## src/rtl/exec_pkg.sv

```systemverilog
// Shared types and constants for the execute-stage condition logic.
// Defines the condition-code encoding and the flag-vector layout.
package exec_pkg;

    localparam int FLAG_W = 2;
    localparam int FLAG_Z = 1;
    localparam int FLAG_N = 0;

    typedef enum logic [2:0] {
        COND_EQ = 3'b000,
        COND_NE = 3'b001,
        COND_LT = 3'b010,
        COND_GE = 3'b011,
        COND_GT = 3'b100,
        COND_LE = 3'b101,
        COND_AL = 3'b110,
        COND_NV = 3'b111
    } cond_t;

endpackage

```

## src/rtl/cond_check.sv

```systemverilog
// Combinational condition evaluator: decides whether an instruction with
// condition code cond_i may take effect given the architectural flags.
module cond_check
    import exec_pkg::*;
(
    input  cond_t              cond_i,
    input  logic [FLAG_W-1:0]  flags_i,
    output logic               pass_o
);

    logic z;
    logic n;

    assign z = flags_i[FLAG_Z];
    assign n = flags_i[FLAG_N];

    always_comb begin
        pass_o = 1'b0;
        case (cond_i)
            COND_EQ: pass_o = z;
            COND_NE: pass_o = !z;
            COND_LT: pass_o = n;
            COND_GE: pass_o = !n;
            COND_GT: pass_o = !z && !n;
            COND_LE: pass_o = z || n;
            COND_AL: pass_o = 1'b1;
            COND_NV: pass_o = 1'b0;
            default: pass_o = 1'b0;
        endcase
    end

endmodule

```

## src/rtl/exec_cond_stage.sv

```systemverilog
// Execute-to-memory boundary: owns the {Zero, Neg} flag register, gates the
// execute instruction's side effects on its condition, and registers into M.
module exec_cond_stage
    import exec_pkg::*;
#(
    parameter int N = 32,
    parameter int R = 4
) (
    input  logic              clk,
    input  logic              reset,
    input  logic              StallE,
    input  logic              FlushE,
    input  logic              ValidE,
    input  logic [2:0]        CondE,
    input  logic              FlagWriteE,
    input  logic              RegWriteE,
    input  logic              MemWriteE,
    input  logic              MemtoRegE,
    input  logic              PCSrcE,
    input  logic [N-1:0]      ALUResultE,
    input  logic [FLAG_W-1:0] ALUFlagsE,
    input  logic [N-1:0]      WriteDataE,
    input  logic [R-1:0]      RdE,
    output logic              CondExE,
    output logic [FLAG_W-1:0] FlagsQ,
    output logic              ValidM,
    output logic              RegWriteM,
    output logic              MemWriteM,
    output logic              MemtoRegM,
    output logic              PCSrcM,
    output logic [N-1:0]      ALUResultM,
    output logic [N-1:0]      WriteDataM,
    output logic [R-1:0]      RdM
);

    logic              cond_pass;
    logic              advance;

    logic [FLAG_W-1:0] flags_q,     flags_d;
    logic              valid_q,     valid_d;
    logic              regwrite_q,  regwrite_d;
    logic              memwrite_q,  memwrite_d;
    logic              memtoreg_q,  memtoreg_d;
    logic              pcsrc_q,     pcsrc_d;
    logic [N-1:0]      result_q,    result_d;
    logic [N-1:0]      wdata_q,     wdata_d;
    logic [R-1:0]      rd_q,        rd_d;

    cond_check u_cond_check (
        .cond_i  (cond_t'(CondE)),
        .flags_i (flags_q),
        .pass_o  (cond_pass)
    );

    // Evaluated on the registered flags only, so ALUFlagsE never reaches CondExE.
    assign CondExE = ValidE & cond_pass;
    assign advance = !StallE & !FlushE;

    always_comb begin
        flags_d    = flags_q;
        valid_d    = valid_q;
        regwrite_d = regwrite_q;
        memwrite_d = memwrite_q;
        memtoreg_d = memtoreg_q;
        pcsrc_d    = pcsrc_q;
        result_d   = result_q;
        wdata_d    = wdata_q;
        rd_d       = rd_q;

        if (advance && CondExE && FlagWriteE) begin
            flags_d = ALUFlagsE;
        end

        // Flush wins over stall: a squashed slot must become a bubble even when held.
        if (FlushE) begin
            valid_d    = 1'b0;
            regwrite_d = 1'b0;
            memwrite_d = 1'b0;
            memtoreg_d = 1'b0;
            pcsrc_d    = 1'b0;
            result_d   = ALUResultE;
            wdata_d    = WriteDataE;
            rd_d       = RdE;
        end else if (!StallE) begin
            valid_d    = ValidE;
            regwrite_d = RegWriteE & CondExE;
            memwrite_d = MemWriteE & CondExE;
            memtoreg_d = MemtoRegE & CondExE;
            pcsrc_d    = PCSrcE & CondExE;
            result_d   = ALUResultE;
            wdata_d    = WriteDataE;
            rd_d       = RdE;
        end
    end

    always_ff @(posedge clk) begin
        if (reset) begin
            flags_q    <= '0;
            valid_q    <= 1'b0;
            regwrite_q <= 1'b0;
            memwrite_q <= 1'b0;
            memtoreg_q <= 1'b0;
            pcsrc_q    <= 1'b0;
            result_q   <= '0;
            wdata_q    <= '0;
            rd_q       <= '0;
        end else begin
            flags_q    <= flags_d;
            valid_q    <= valid_d;
            regwrite_q <= regwrite_d;
            memwrite_q <= memwrite_d;
            memtoreg_q <= memtoreg_d;
            pcsrc_q    <= pcsrc_d;
            result_q   <= result_d;
            wdata_q    <= wdata_d;
            rd_q       <= rd_d;
        end
    end

    assign FlagsQ     = flags_q;
    assign ValidM     = valid_q;
    assign RegWriteM  = regwrite_q;
    assign MemWriteM  = memwrite_q;
    assign MemtoRegM  = memtoreg_q;
    assign PCSrcM     = pcsrc_q;
    assign ALUResultM = result_q;
    assign WriteDataM = wdata_q;
    assign RdM        = rd_q;

endmodule

```

## config.mk

```make
export PLATFORM = sky130hd
export DESIGN_NAME = exec_cond_stage
export DESIGN_NICKNAME = d
export VERILOG_FILES = /design/src/rtl/exec_pkg.sv /design/src/rtl/cond_check.sv /design/src/rtl/exec_cond_stage.sv
export SDC_FILE = /design/constraint.sdc
export NUM_CORES = 1
export LEC_CHECK = 0
export CELL_PAD_IN_SITES_DETAIL_PLACEMENT = 1
export CELL_PAD_IN_SITES_GLOBAL_PLACEMENT = 1
export CORE_MARGIN = 1.5
export CORE_UTILIZATION = 28
export CTS_BUF_LIST = sky130_fd_sc_hd__clkbuf_4 sky130_fd_sc_hd__clkbuf_8
export DETAILED_ROUTE_END_ITERATION = 7
export GPL_ROUTABILITY_DRIVEN = 0
export PLACE_DENSITY = 0.87
export SYNTH_ARGS = -nofsm -noshare
export SYNTH_HDL_FRONTEND = slang
export SYNTH_HIERARCHICAL = 1
export SYNTH_SLANG_ARGS = --single-unit
```

## constraint.sdc

```tcl
create_clock -name clk -period 3.3 [get_ports clk]
set_input_delay 0.33 -clock clk [delete_from_list [all_inputs] [get_ports clk]]
set_output_delay 0.33 -clock clk [all_outputs]
set_load 0.01 [all_outputs]
```

* Word-level counts from Yosys, hierarchy flattened
Cells that the tools add are included.
** Cells by class
- Multiplexer cells :: 7
- Multiply operators :: 0
- Divide/modulo/power cells :: 0
- Reductions and logical operators :: 10
- Bitwise logic cells :: 6
- Magnitude comparators :: 0
- Equality and inequality tests :: 8
- Add/sub/neg operators :: 0
- Shift-type cells :: 0
** Operators with widths (count)
- 2-to-1 mux 32 bit :: 4
- == test 3 bit (second input constant) :: 4
- 2-to-1 mux 4 bit :: 2
- case mux 1 bit (8 select lines) :: 1
- bitwise AND 1 bit :: 6
- == test 3 x 2 -> 1 bit (second input constant) :: 2
- zero test 1 bit :: 4
- == test 3 x 1 -> 1 bit (second input constant) :: 1
- logical AND 1 bit :: 3
- zero test 3 bit :: 1
- inequality test 2 x 1 -> 1 bit (second input constant) :: 1
- OR reduction 2 bit :: 1
- logical OR 1 bit :: 1
** Word-level totals
- Output and inout port bits :: 76
- Memory bits (writable) :: 0
- Bits in read-only memories :: 0
- Flip-flop bits (word level) :: 75
- Logic and storage cells :: 40
- Latch bits :: 0
- Memories kept :: 0

* Depth between registers and ports, before layout
Gate-level depths: netlist of run 1.
- Word-level depth :: 6
- Depth in mapped cells :: 7

* Hierarchy
Netlist of run 1, hierarchy kept.
** By module, submodules not included
- exec_cond_stage :: sequential area each 1501.4 µm², area each 2658.8 µm², cells each 331, instances 1
- cond_check :: sequential area each 0.0 µm², area each 35.0 µm², cells each 5, instances 1

* Least setup slack after synthesis of run 1
Ideal clock, no wire load.
- Path kind :: reg-to-reg
- Start point :: reg flags_q[0] (netlist: FlagsQ[0])
- End point :: reg flags_q[0] (netlist: FlagsQ[0])
- Setup slack :: 1641 ps
- Clock period less this slack :: 1659 ps
- Arrival :: 1587 ps
- Path buffers :: 1
- Cell stages (with the launch flop) :: 8
- Data required time :: 3228 ps
- Library setup time :: 72 ps
- Cell sequence :: dfxtp_1 > or3b_1 > o311ai_1 > xor2_1 > and2_1 > buf_2 > and3_1 > mux2i_1
** On the way
- Longest elaborated chain between the ends :: 6
** Ends and longest elaborated chain
- start: declaration :: line exec_cond_stage.sv:39 : logic [FLAG_W-1:0] flags_q, flags_d;
- start signal: assignment :: line exec_cond_stage.sv:108 : flags_q <= flags_d;
- zero test 1 bit :: line cond_check.sv:23, cond_check.sv:24
- logical AND 1 bit :: line cond_check.sv:24 : COND_GT: pass_o = !z && !n;
- case mux 1 bit (8 select lines) * :: line cond_check.sv:19 : case (cond_i)
- net cond_pass :: line exec_cond_stage.sv:36 : logic cond_pass;
- bitwise AND 1 bit * :: line exec_cond_stage.sv:56 : assign CondExE = ValidE & cond_pass;
- net CondExE :: line exec_cond_stage.sv:24 : output logic CondExE,
- logical AND 1 bit * (2 in a row) :: line exec_cond_stage.sv:70 : if (advance && CondExE && FlagWriteE) begin
Mark *: on every way through the listed nets, which the timed path passes. The rest lies on a longest branch.
A chain may end at the register's enable or synchronous reset.

* Final worst setup path of run 1
- Start point :: in CondE[2]
- End point :: out CondExE
** On the way
- Longest elaborated chain between the ends :: 3
** Ends and longest elaborated chain
- start: declaration :: line exec_cond_stage.sv:14 : input logic [2:0] CondE,
- == test 3 bit (tied with other cells) :: line cond_check.sv:19
- case mux 1 bit (8 select lines) * :: line cond_check.sv:19
- net cond_pass :: line exec_cond_stage.sv:36
- bitwise AND 1 bit * :: line exec_cond_stage.sv:56
- end: declaration :: line exec_cond_stage.sv:24
Marks and branches as above.

==> impl_results.md, run 1 <==
* Net count, final at 566
* Commonest non-fill, non-tap cells in the layout: clkdlybuf4s50_1, nand2_1, dfxtp_1, a21oi_1, clkbuf_8
* Net Switching at between 0.0005 and 0.0006 W
* Setup CP Type: input port to output pin
* Period utilization at 0.796
* Worst slew pin tran at between 0.8 and 0.9 ns
* Layout cells sized above 1 at 0.0472
* Pin count of the biggest net entering global routing at 48
* Switching share of power at 0.230
* Largest stage delay, worst path at 0.57 ns
* Remaining global-route overflow at 0
* Post-CTS setup buffers at 0
* Mapped cell area at around 2700 sq um
* Share of the synthesized area in the top cell type at 0.557
* Gates resized, CTS repair at 0
* H-Tree Depth at 3
* Num CTS Buffers at 9
* Mean Syn Cell Area at approximately 8.0 sq um
* Number of max-cap violations at 0
* CTS tree: done
* Status: finished, final reports clean
* Initial Utilization at 0.290
* Core footprint at just over 9000 sq um
* Die width at 101 microns
* Post-synth top area cell: dfxtp_1
* Fin Clk Skew at between 0.009 and 0.01 ns
* Worst-path fanout max at 6
* ANT cells at 0
* Rows at 35
* Total internal power at roughly 0.0017 W
* Initial antenna violation count at 0
* Io pins at between 150 and 200
* Worst slew margin at 0.435
* CP dominant cell by count: clkdlybuf4s50_1
* Drt initial violations at 61
* DRC at 0
* Die Height at between 100 and 150 microns
* Worst path required time at between 2 and 3 ns
* Die ar. at between 10,000 and 15,000 sq um
* Clk_lat worst skew at approximately 0.34 ns
* Clock transition at path regs at about 0.09 ns
* Clock Tree Buf Depth at 2
* Unique cell type count in the Yosys netlist at 21
* Hold_buf cts at 0
* Sequential share of power at 0.446
* Wire length per cell at roughly 14 microns
* Critical path endpoint category: output pin
* Minimum clock period at roughly 2.6 ns
* Worst IR Drop VDD at 0.251 mV
* Worst hold-check path type: flip-flop to flip-flop
* Clock power frac at 0.392
* WL final at just under 9 mm
* Most common cell after layout, fill and taps aside: clkdlybuf4s50_1
* Post-DRT Antenna Nets at 0
* Pleak at roughly 1.8 nW
* Area contributors post-synth: dfxtp_1, nand2_1, a21oi_1
* Routed vias/inst at around 4.5
* Final Slew Violations at 0
* Port buffer count at around 160
* Number of setup violations in the final report at 0
* Post-Syn Instances at 336
* Syn_nets at 419
* RSZ-0062 raised after global routing: no
* Max Clk Rate at 381 MHz
* Total track usage at 0.171
* WP data arrival at 2.30 ns
* Logic pwr share at 0.162
* Startpoint types: input port
* Slowest cell on crit path: clkdlybuf4s50_1
* Clock sink count at 75
* TNS Setup at 0 ns
* Cell Pwr Density at about 480 nW/um^2
* Filler Cell Count at around 1,100
* Final hold vios at 0
* Sequential-to-total area share from yosys stat at 0.557
* Crit-path cells: clkdlybuf4s50_1, or3b_1, o311ai_1, xor2_1, and2_1, clkdlybuf4s50_1
* Vias at about 2,800
* DR pass1 iterations at 4
* Area growth, synth to finish at 70.5%
* Instance area at placement at ~4300 sq um
* Vias in the first global route at 2,900
* Root Buffer: clkbuf_8
* HPWL Detailed at between 6 and 7 mm
* Post-route cell area at ~4600 sq um
* Synth Warn # at 6
* Register bit total from synthesis at between 70 and 80
* First-pass GRT wire length at between 10 and 15 mm
* R2r setup slk at around 1.5 ns
-- registers in the layout, indices dropped and copies added (netlist names) --
name and flops:
WriteDataM 32, MemWriteM 1, RdM 4, ValidM 1, MemtoRegM 1, ALUResultM 32
RegWriteM 1, PCSrcM 1, FlagsQ 2
-- Yosys cell counts --
library cell,n
buf_2,13
a21oi_1,72
mux2i_1,3
nand2_1,140
xor2_1,1
dfxtp_1,75
or2_2,1
nor2_1,2
o21ai_0,1
nand2b_1,5
buf_6,2
and3_1,1
and2_1,1
nor2b_1,1
or3b_1,1
buf_1,2
inv_1,1
buf_4,5
nand3b_1,4
o311ai_1,1
clkbuf_1,4
-- worst max-delay path, delay by kind of cell --
kind / cells / cell delay (ns)
simple gates: 2 / 0.61
compound gates: 1 / 0.10
xor+xnor: 1 / 0.18
buf+inv: 2 / 1.07
-- final cells by class --
cell class / instances / area, sq um / area share
Clock buffer: 11 / 145 / 0.0316
Clock inverter: 4 / 98.8 / 0.0215
Inverter: 1 / 3.75 / 0.000817
Multi-Input combinational cell: 234 / 1050 / 0.229
Sequential cell: 75 / 1500 / 0.327
Tap cell: 129 / 161 / 0.0351
Timing Repair Buffer: 162 / 1630 / 0.355
-- metal layers --
| metal | track usage | routed length (microns) | vias up |
|---|---|---|---|
| li1 | - | - | 1368 |
| met1 | 0.197 | 3760 | 1298 |
| met2 | 0.292 | 4150 | 111 |
| met3 | 0.0763 | 818 | 7 |
| met4 | 0.0417 | 44 | 0 |
| met5 | 0 | 0 | - |
-- final timing paths --
check	start	end	cells after the start
max	CondE[2]	CondExE	6
min	ALUResultM[12]	ALUResultM[12]	2
max reg2reg	FlagsQ[0]	FlagsQ[1]	6
min reg2reg	ALUResultM[12]	ALUResultM[12]	2
-- logic make-up (layout without fill, tap and decap cells) --
kind of cell              Yosys count  in the layout  synth area share
and+or+nand+nor                   156            156             0.233
DFF                                75             75             0.557
AOI/OAI and AO/OA                  74             74             0.139
buffers and inverters              27            178            0.0562
muxes                               3              3            0.0111
xor gates and xnor gates            1              1           0.00325
-- metrics by stage --
stage	std cells	util	hold WS, ns	worst slack (ns)	total power (W)
floorplan	336	-	0.470	1.64	0.00113
global placement	601	0.468	0.437	0.700	0.00135
detailed placement	601	0.468	0.444	0.664	0.00137
CTS	616	0.495	0.456	0.663	0.00224
global route	616	0.495	0.479	0.608	0.00231
finish	616	0.495	0.452	0.672	0.00221
-- power groups by stage --
stage               clock network, W  registers (W)  logic [W]
floorplan                          0        0.00103   0.000105
global placement                   0        0.00100   0.000353
detailed placement                 0        0.00101   0.000362
CTS                         0.000888       0.000986   0.000364
global route                0.000927       0.000992   0.000389
finish                      0.000865       0.000985   0.000358
(Power assumes the default switching activity.)
==> run 2: changes to the inputs <==
CORE_UTILIZATION = 24   (was 28)
PLACE_DENSITY = 0.8   (was 0.87)
clock period = 2.2 ns   (was 3.3 ns; I/O delays follow)
==> run 2 against run 1 <==
Net effect: via count is 0.43% lower; sequential share of layout area is 0.26 points lower; design area increased by 0.82%; combinational power grew 51%; utilization shrank 6.9 points; clock skew is 0.0071 ns lower; worst setup slack got worse by 0.46 ns.
==> impl_results.md, run 2 (same netlist as run 1, synthesis figures left out) <==
* Status: finished, final reports clean
* Worst hold-check path type: input port to flip-flop
* Clock power frac at 0.384 (-0.008)
* Commonest non-fill, non-tap cells in the layout: clkdlybuf4s50_1, nand2_1, dfxtp_1, a21oi_1, clkbuf_8
* Num CTS Buffers at 9 (unchanged)
* Minimum clock period at approximately 2 ns
* Instance area at placement at 4400 sq um (+1.1%)
* Die ar. at 11,900 sq um (+16%)
* Cell Pwr Density at 707 nW/um^2 (+47%)
* Number of setup violations in the final report at 0 (unchanged)
* Hold_ws at 0.316 ns (-0.136 ns)
* Worst IR Drop VDD at 0.336 mV (+34%)
* Port buffer count at 158 (unchanged)
* Max Clk Rate at just over 500 MHz
* Logic pwr share at 0.165 (+0.003)
* Die Height at 109 microns (+7.8%)
* Initial antenna violation count at 0 (unchanged)
* Io pins at 159 (unchanged)
* Net Switching at 0.000755 W (+48%)
* Clock transition at path regs at 0.08 ns (about the same)
* Hold_buf cts at 0 (unchanged)
* Total track usage at 0.151 (-0.0203)
* Most common cell after layout, fill and taps aside: clkdlybuf4s50_1
* Setup CP Type: input port to output pin
* Total internal power at 0.00252 W (+48%)
* Worst slew pin tran at 0.451 ns (-0.397 ns)
* Routed vias/inst at 4.40 (-2.6%)
* Net count, final at 569 (+0.53%)
* Worst-path fanout max at 2 (-4)
* Number of max-cap violations at 0 (unchanged)
* Switching share of power at 0.231 (+0.000234)
* H-Tree Depth at 3 (unchanged)
* Sequential share of power at 0.451 (+0.005)
* Clock Tree Buf Depth at 2 (unchanged)
* Area growth, synth to finish at 71.9%
* Fin Clk Skew at 0.00211 ns (-0.00714 ns)
* Pin count of the biggest net entering global routing at 53 (+10%)
* Post-CTS setup buffers at 0 (unchanged)
* Initial Utilization at 0.247 (-0.0427)
* Period utilization at 0.903
* Clk_lat worst skew at 0.33 ns (about the same)
* Setup slack after layout at 0.213 ns (-0.459 ns)
* Worst slew margin at 0.699 (+0.264)
* Remaining global-route overflow at 0 (unchanged)
* DRC at 0 (unchanged)
* WL final at 8.99 mm (+2.4%)
* Layout cells sized above 1 at 0.0531 (+0.00583)
* DR pass1 iterations at 3 (-1)
* Startpoint types: input port
* Drt initial violations at 77 (+26%)
* Final core occ at 0.425 (-0.0694)
* ANT cells at 0 (unchanged)
* CTS tree: done
* Pwr Total at 0.00327 W (+48%)
* Root Buffer: clkbuf_8
* Core footprint at 10,900 sq um (+17%)
* Pleak at 1.80 nW (+0.83%)
* Post-route cell area at 4630 sq um (+0.82%)
* HPWL Detailed at 6.53 mm (+4.0%)
* Post-DRT Antenna Nets at 0 (unchanged)
* Gates resized, CTS repair at 1 (+1)
* WP data arrival at 1.77 ns (-0.53 ns)
* Vias at 2,772 (-0.43%)
* Wire length per cell at 14.3 microns (about the same)
* Clock sink count at 75 (unchanged)
* Final hold vios at 0 (unchanged)
* First-pass GRT wire length at 13.9 mm (+2.1%)
* Critical path endpoint category: output pin
* Place WS at -0.0420 ns (-0.706 ns)
* Filler Cell Count at 1,311 (+19%)
* Worst path required time at 1.98 ns (-0.99 ns)
* RSZ-0062 raised after global routing: no
* Rows at 38 (+8.6%)
* Final Slew Violations at 0 (unchanged)
* Die width at 109 microns (+7.8%)
* Vias in the first global route at 2,994 (+3.2%)
run 2: worst paths after layout:
path	startpoint	to	slack, ns	cells past startpoint
setup / recovery	CondE[2]	CondExE	0.21	7
hold / removal	reset	WriteDataM[14]	0.32	2
setup reg to reg	FlagsQ[0]	FlagsQ[1]	0.45	7
hold reg to reg	WriteDataM[9]	WriteDataM[9]	0.45	2
run 2: layer usage:
layer	track usage	vias up	wire, microns	share of wire
li1	-	1369	-	-
met1	0.156	1291	3520	0.39
met2	0.287	100	4620	0.51
met3	0.0508	12	730	0.081
met4	0.0432	0	115	0.013
met5	0	-	0	0
run 2: area by class of cell:
| cell class | count | area, sq um | share of cell area |
|---|---|---|---|
| Clock inverter | 5 | 103 | 0.0222 |
| Inverter | 1 | 3.75 | 0.000811 |
| Tap cell | 140 | 175 | 0.0378 |
| Timing Repair Buffer | 165 | 1670 | 0.360 |
| Multi-Input combinational cell | 234 | 1050 | 0.227 |
| Clock buffer | 10 | 131 | 0.0284 |
| Sequential cell | 75 | 1500 | 0.324 |
run 2: power groups by stage:
| stage | logic (W) | registers [W] | clock network, W |
|---|---|---|---|
| after floorplan | 0.000157 | 0.00154 | 0 |
| final | 0.000539 | 0.00148 | 0.00126 |
| after detailed placement | 0.000550 | 0.00151 | 0 |
| after CTS | 0.000552 | 0.00148 | 0.00132 |
| after global routing | 0.000588 | 0.00149 | 0.00136 |
| after global placement | 0.000535 | 0.00151 | 0 |
run 2: critical path, stage by stage:
cell	delay [ns]
clkdlybuf4s50_1	0.44
buf_4	0.15
o21ai_0	0.19
o311ai_1	0.15
xor2_1	0.16
and2_1	0.17
dlygate4sd2_1	0.28
run 2: per-stage QoR:
step           TNS, ns  std cells
2_1_floorplan        0        336
3_3_place_gp         0        615
3_5_place_dp   -0.0420        615
4_1_cts              0        630
5_1_grt              0        630
6_report             0        630
==> run 3: changes to the inputs <==
CAP_MARGIN = 15   (was default)
==> results of run 3 <==
The final DEF is identical to that of run 2; final timing and power are the same.
